===== src/rtl/shift_cmd_sequencer.sv =====
// Control stage in front of the 8-bit combinational left shifter.
// Takes a shift command (operand + total amount), splits the amount into
// passes of at most 7, drives the shifter once per pass and folds the
// shifter output back into the working register, then offers the result.
//
// Handshakes: a transfer happens on a rising edge where valid & ready are
// both high. Once raised, res_valid stays high with res_data/pass_cnt
// stable until res_ready is seen (only rst can withdraw it). cmd_valid
// while cmd_ready is low is ignored; nothing is buffered.
module shift_cmd_sequencer #(
  parameter int AMT_W    = 5,
  parameter int STEP_MAX = 7
) (
  input  logic             clk,
  input  logic             rst,
  input  logic             cmd_valid,
  output logic             cmd_ready,
  input  logic [7:0]       cmd_data,
  input  logic [AMT_W-1:0] cmd_amt,
  output logic [7:0]       sh_a,
  output logic [2:0]       sh_sel,
  input  logic [7:0]       sh_o,
  output logic             res_valid,
  input  logic             res_ready,
  output logic [7:0]       res_data,
  output logic             busy,
  output logic [2:0]       pass_cnt,
  output logic [1:0]       dbg_state
);

  localparam logic [1:0] S_IDLE  = 2'd0;
  localparam logic [1:0] S_SHIFT = 2'd1;
  localparam logic [1:0] S_DONE  = 2'd2;

  logic [1:0]       state_q, state_d;
  logic [7:0]       work_q, work_d;
  logic [AMT_W-1:0] rem_q, rem_d;
  logic [2:0]       pass_q, pass_d;

  logic [2:0]       step;
  logic [AMT_W-1:0] rem_sub;

  // Amount to apply this pass: the whole remainder if it fits the 3-bit
  // select, otherwise the largest single pass.
  always_comb begin
    step = rem_q[2:0];
    if (rem_q > AMT_W'(STEP_MAX)) begin
      step = 3'(STEP_MAX);
    end
    rem_sub = rem_q - AMT_W'(step);
  end

  // Next-state logic for the IDLE -> SHIFT* -> DONE sequence.
  always_comb begin
    state_d = state_q;
    work_d  = work_q;
    rem_d   = rem_q;
    pass_d  = pass_q;
    case (state_q)
      S_IDLE: begin
        if (cmd_valid) begin
          work_d  = cmd_data;
          rem_d   = cmd_amt;
          pass_d  = 3'd0;
          state_d = (cmd_amt == '0) ? S_DONE : S_SHIFT;
        end
      end
      S_SHIFT: begin
        // sh_o is only consumed here, while sh_sel carries a real step.
        work_d = sh_o;
        rem_d  = rem_sub;
        if (pass_q != 3'd7) begin
          pass_d = pass_q + 3'd1;
        end
        if (rem_sub == '0) begin
          state_d = S_DONE;
        end
      end
      S_DONE: begin
        if (res_ready) begin
          state_d = S_IDLE;
        end
      end
      default: begin
        state_d = S_IDLE;
      end
    endcase
  end

  // State registers; reset wins over any transition in flight.
  always_ff @(posedge clk) begin
    if (rst) begin
      state_q <= S_IDLE;
      work_q  <= 8'h00;
      rem_q   <= '0;
      pass_q  <= 3'd0;
    end else begin
      state_q <= state_d;
      work_q  <= work_d;
      rem_q   <= rem_d;
      pass_q  <= pass_d;
    end
  end

  // Outputs are pure decodes of the registered state.
  always_comb begin
    cmd_ready = (state_q == S_IDLE);
    res_valid = (state_q == S_DONE);
    busy      = (state_q != S_IDLE);
    sh_a      = work_q;
    sh_sel    = (state_q == S_SHIFT) ? step : 3'd0;
    res_data  = work_q;
    pass_cnt  = pass_q;
    dbg_state = state_q;
  end

endmodule

===== config.mk =====
export PLATFORM = sky130hd
export DESIGN_NAME = shift_cmd_sequencer
export DESIGN_NICKNAME = d
export VERILOG_FILES = /design/src/rtl/shift_cmd_sequencer.sv
export SDC_FILE = /design/constraint.sdc
export NUM_CORES = 1
export LEC_CHECK = 0
export BUFFER_PORTS_ARGS = -buffer_cell sky130_fd_sc_hd__buf_2
export CORE_MARGIN = 3
export CORE_UTILIZATION = 45
export DETAILED_ROUTE_END_ITERATION = 7
export PLACE_DENSITY = 0.78
export SKIP_LAST_GASP = 1
export SLEW_MARGIN = 20
export SYNTH_ARGS = -nofsm -noshare
export SYNTH_HDL_FRONTEND = slang
export SYNTH_SLANG_ARGS = --single-unit

===== constraint.sdc =====
create_clock -name clk -period 2.7 [get_ports clk]
set_input_delay 0.27 -clock clk [delete_from_list [all_inputs] [get_ports clk]]
set_output_delay 0.27 -clock clk [all_outputs]
set_load 0.02 [all_outputs]

==> impl_metrics.py <==
metrics = {
    "timing": {
        "finalCritPeriodShare_pct": 68.0,
        "min_period_ps": 1840,
        "rsz0062_at_grt": "false",
        "hold_violations": 0,
        "holdWs_ps": 284,
        "worst_pin_slew_ps": 779,
        "relSlewSlack_pct": 48.0,
        "setup_violations": 0,
        "finalSetupTns_ps": 0,
        "fin_worst_skew_ps": 9.18,
        "setup_ws_ps": 863,
        "clock.fmax_mhz": 544,
        "slew_viol_final": 0,
    },
    "clock_tree": {
        "cts.path.max_buffers": 2,
        "cts_root_buffer": "clkbuf_4",
        "clock_latency_ps": 300,
        "cts_buffers": 3,
        "htreeDepth": 1,
        "clock-sinks": 18,
        "postCtsSetupRepairBufs": 0,
        "cts_resized": 0,
        "cts.hold.buffers_added": 0,
        "clk_pin_slew_ps": 110,
        "cts_tree": "yes",
    },
    "yosys": {
        "synth_ff_type": "dfxtp_1",
        "syn_nets": 156,
        "syn-cell-area_um2": 1100,
        "ys_warn_count": 0,
        "ys_types": 40,
        "synth_edf_count": 0,
        "ys_ff_latch": 18,
        "syn_avg_cell_area_um2": 8.56,
        "synth_cells": 128,
        "async_reset_ff_share_pct": 0,
        "seq_area_frac_synth_pct": 32.9,
    },
    "grt": {
        "track_usage_pct": 17.3,
        "grt_pass1_vias": 983,
        "use_met3_pct": 4.91,
        "grtUsageMet1_pct": 20.2,
        "antenna_found_initial": 0,
        "top_usage_layer": "met2",
        "grt_max_degree": 23,
        "overflow": 0,
        "grtUsageMet2_pct": 31.3,
        "grt_pass1_wl_mm": 4.37,
    },
    "place": {
        "port_buffers": 51,
        "dp_slack_ps": 904,
        "dpl.hpwl_mm": 1.94,
        "globalplace.congestion": 0.849,
    },
    "setup_path": {
        "worstPathCellList": "or2b_1, nor2_1, buf_2",
        "path_max_fanout": 17,
        "worstReg2RegEnd": "rem_q[2]$_SDFFE_PP0P_",
        "r2r_start": "dbg_state[0]$_SDFFE_PP0P_",
        "cpPeakStageDelay_ps": 610,
        "endpoint_kind": "primary output",
        "cp.required_ps": 2430,
        "crit_type": "flop to primary output",
        "path_buf_inv": 1,
        "arrival_ps": 1570,
        "slowest_stage": "dfxtp_1",
        "path_delay_family": "flip-flops",
        "worstSetupStartpointType": "flop",
        "rr_worst_depth": 4,
        "worst-r2r-setup-slack_ps": 880,
    },
    "power_and_ir_drop": {
        "seq_power_share_pct": 40.6,
        "power.density_nw_per_um2": 671,
        "ir_worst_vdd_mv": 0.527,
        "switching_power_w": 0.000340,
        "pwr-share-clk_pct": 19.4,
        "swShare_pct": 39.3,
        "p_leak_nw": 0.617,
        "p_int_w": 0.000525,
        "combPwrFrac_pct": 40.0,
    },
    "route": {
        "num_vias": 1053,
        "wire_per_inst_um": 13.0,
        "drc": 0,
        "viasPerCell": 5.43,
        "drt_pass1_iterations": 4,
        "ant_nets": 0,
        "wl_mm": 2.52,
        "drt_iter0_drc": 33,
    },
    "die": {
        "coreArea_um2": 2250,
        "die_area_um2": 3060,
        "rows": 17,
        "io_pins": 52,
        "die_x_um": 55.4,
        "dieHeight_um": 55.4,
        "start_util_pct": 48.6,
    },
    "layout": {
        "fin_nets": 195,
        "layout_common_cells": "51 x buf_2, 19 x nor2_1, 18 x dfxtp_1, 9 x mux2i_1, 9 x a211oi_1",
        "antenna_cells": 0,
        "final_common_cell": "buf_2",
        "syn_to_final_growth_pct": 17.6,
        "drive_above_1_share_pct": 36.7,
    },
    "min_path": {
        "worstHoldStart": "res_ready",
        "hold_class": "primary input to flop",
        "hold-path-endpoint": "dbg_state[1]$_SDFFE_PP0P_",
        "hold_depth": 4,
    },
    "status": {
        "run_status": "complete, no violations",
    },
    "job": {
        "cap_violations": 0,
    },
}
flip-flops by register name, summed over array words and instances, names as in the netlist:
register	cells
rem_q	5
dbg_state	2
res_data	8
pass_cnt	3
how the worst max path moves through the flow:
stage,to,start,cells past startpoint
after floorplan,rem_q[4]$_SDFFE_PP0P_,rem_q[4]$_SDFFE_PP0P_,8
after global placement,rem_q[2]$_SDFFE_PP0P_,dbg_state[0]$_SDFFE_PP0P_,4
after detailed placement,res_data[3]$_SDFFE_PP0P_,dbg_state[0]$_SDFFE_PP0P_,4
after CTS,sh_sel[0],dbg_state[0]$_SDFFE_PP0P_,3
after global routing,rem_q[2]$_SDFFE_PP0P_,dbg_state[0]$_SDFFE_PP0P_,4
final,sh_sel[0],dbg_state[0]$_SDFFE_PP0P_,3
Yosys cell counts, types with 2 or more instances:
master	n	area, um2
a211oi_1	9	67.6
a21oi_1	8	40.0
buf_2	3	15.0
buf_4	9	67.6
clkbuf_8	2	27.5
dfxtp_1	18	360
ha_1	3	37.5
inv_1	4	15.0
mux2i_1	9	90.1
nand2_1	2	7.51
nand2b_1	2	12.5
nand3_1	2	10.0
nor2_1	19	71.3
nor2_2	2	12.5
nor3_1	5	25.0
nor4bb_1	2	20.0
o21ai_0	3	15.0
o21bai_1	2	15.0
or2_2	2	12.5
or3_1	2	12.5
power by group through the flow:
stage	combinational (W)	clock [W]	sequential (W)
detailed placement	0.000346	0	0.000357
global placement	0.000338	0	0.000353
CTS	0.000348	0.000176	0.000350
finish	0.000346	0.000168	0.000351
floorplan	0.000268	0	0.000364
global route	0.000379	0.000183	0.000360
metrics by stage:
| stage | area, um2 | total power [W] | util, % | cells |
|---|---|---|---|---|
| global route | 1290 | 0.000923 | 57.2 | 194 |
| CTS | 1290 | 0.000873 | 57.2 | 194 |
| global placement | 1250 | 0.000690 | 55.5 | 190 |
| detailed placement | 1250 | 0.000703 | 55.5 | 190 |
| finish | 1290 | 0.000865 | 57.2 | 194 |
| floorplan | 1100 | 0.000632 | - | 128 |
tightest hold or removal path, cell delays in order:
cell and delay (ps):
buf_2 90, inv_1 40, a32oi_1 50, a21oi_1 100
cell families after synthesis:
kind of cell	Yosys count	synth area share, %
fa+ha+maj	3	3.43
buf+inv	21	13.6
mux	9	8.22
simple gates	44	21.3
xor+xnor	1	0.799
flops	18	32.9
compound gates	32	19.7
area by class of cell:
| class | instances | area [um2] |
|---|---|---|
| clock buffer | 4 | 36.3 |
| sequential | 18 | 360 |
| multi-input combinational | 89 | 587 |
| fill | 222 | 966 |
| timing repair buffer | 51 | 255 |
| tap | 28 | 35.0 |
| inverter | 4 | 15.0 |
per-layer routing:
layer,part of all wire (%),wire [um]
met5,0,0
met1,42,1050
met2,51,1290
met4,0,0
met3,7.2,180
Note: power is estimated with default switching activity, not from simulation.
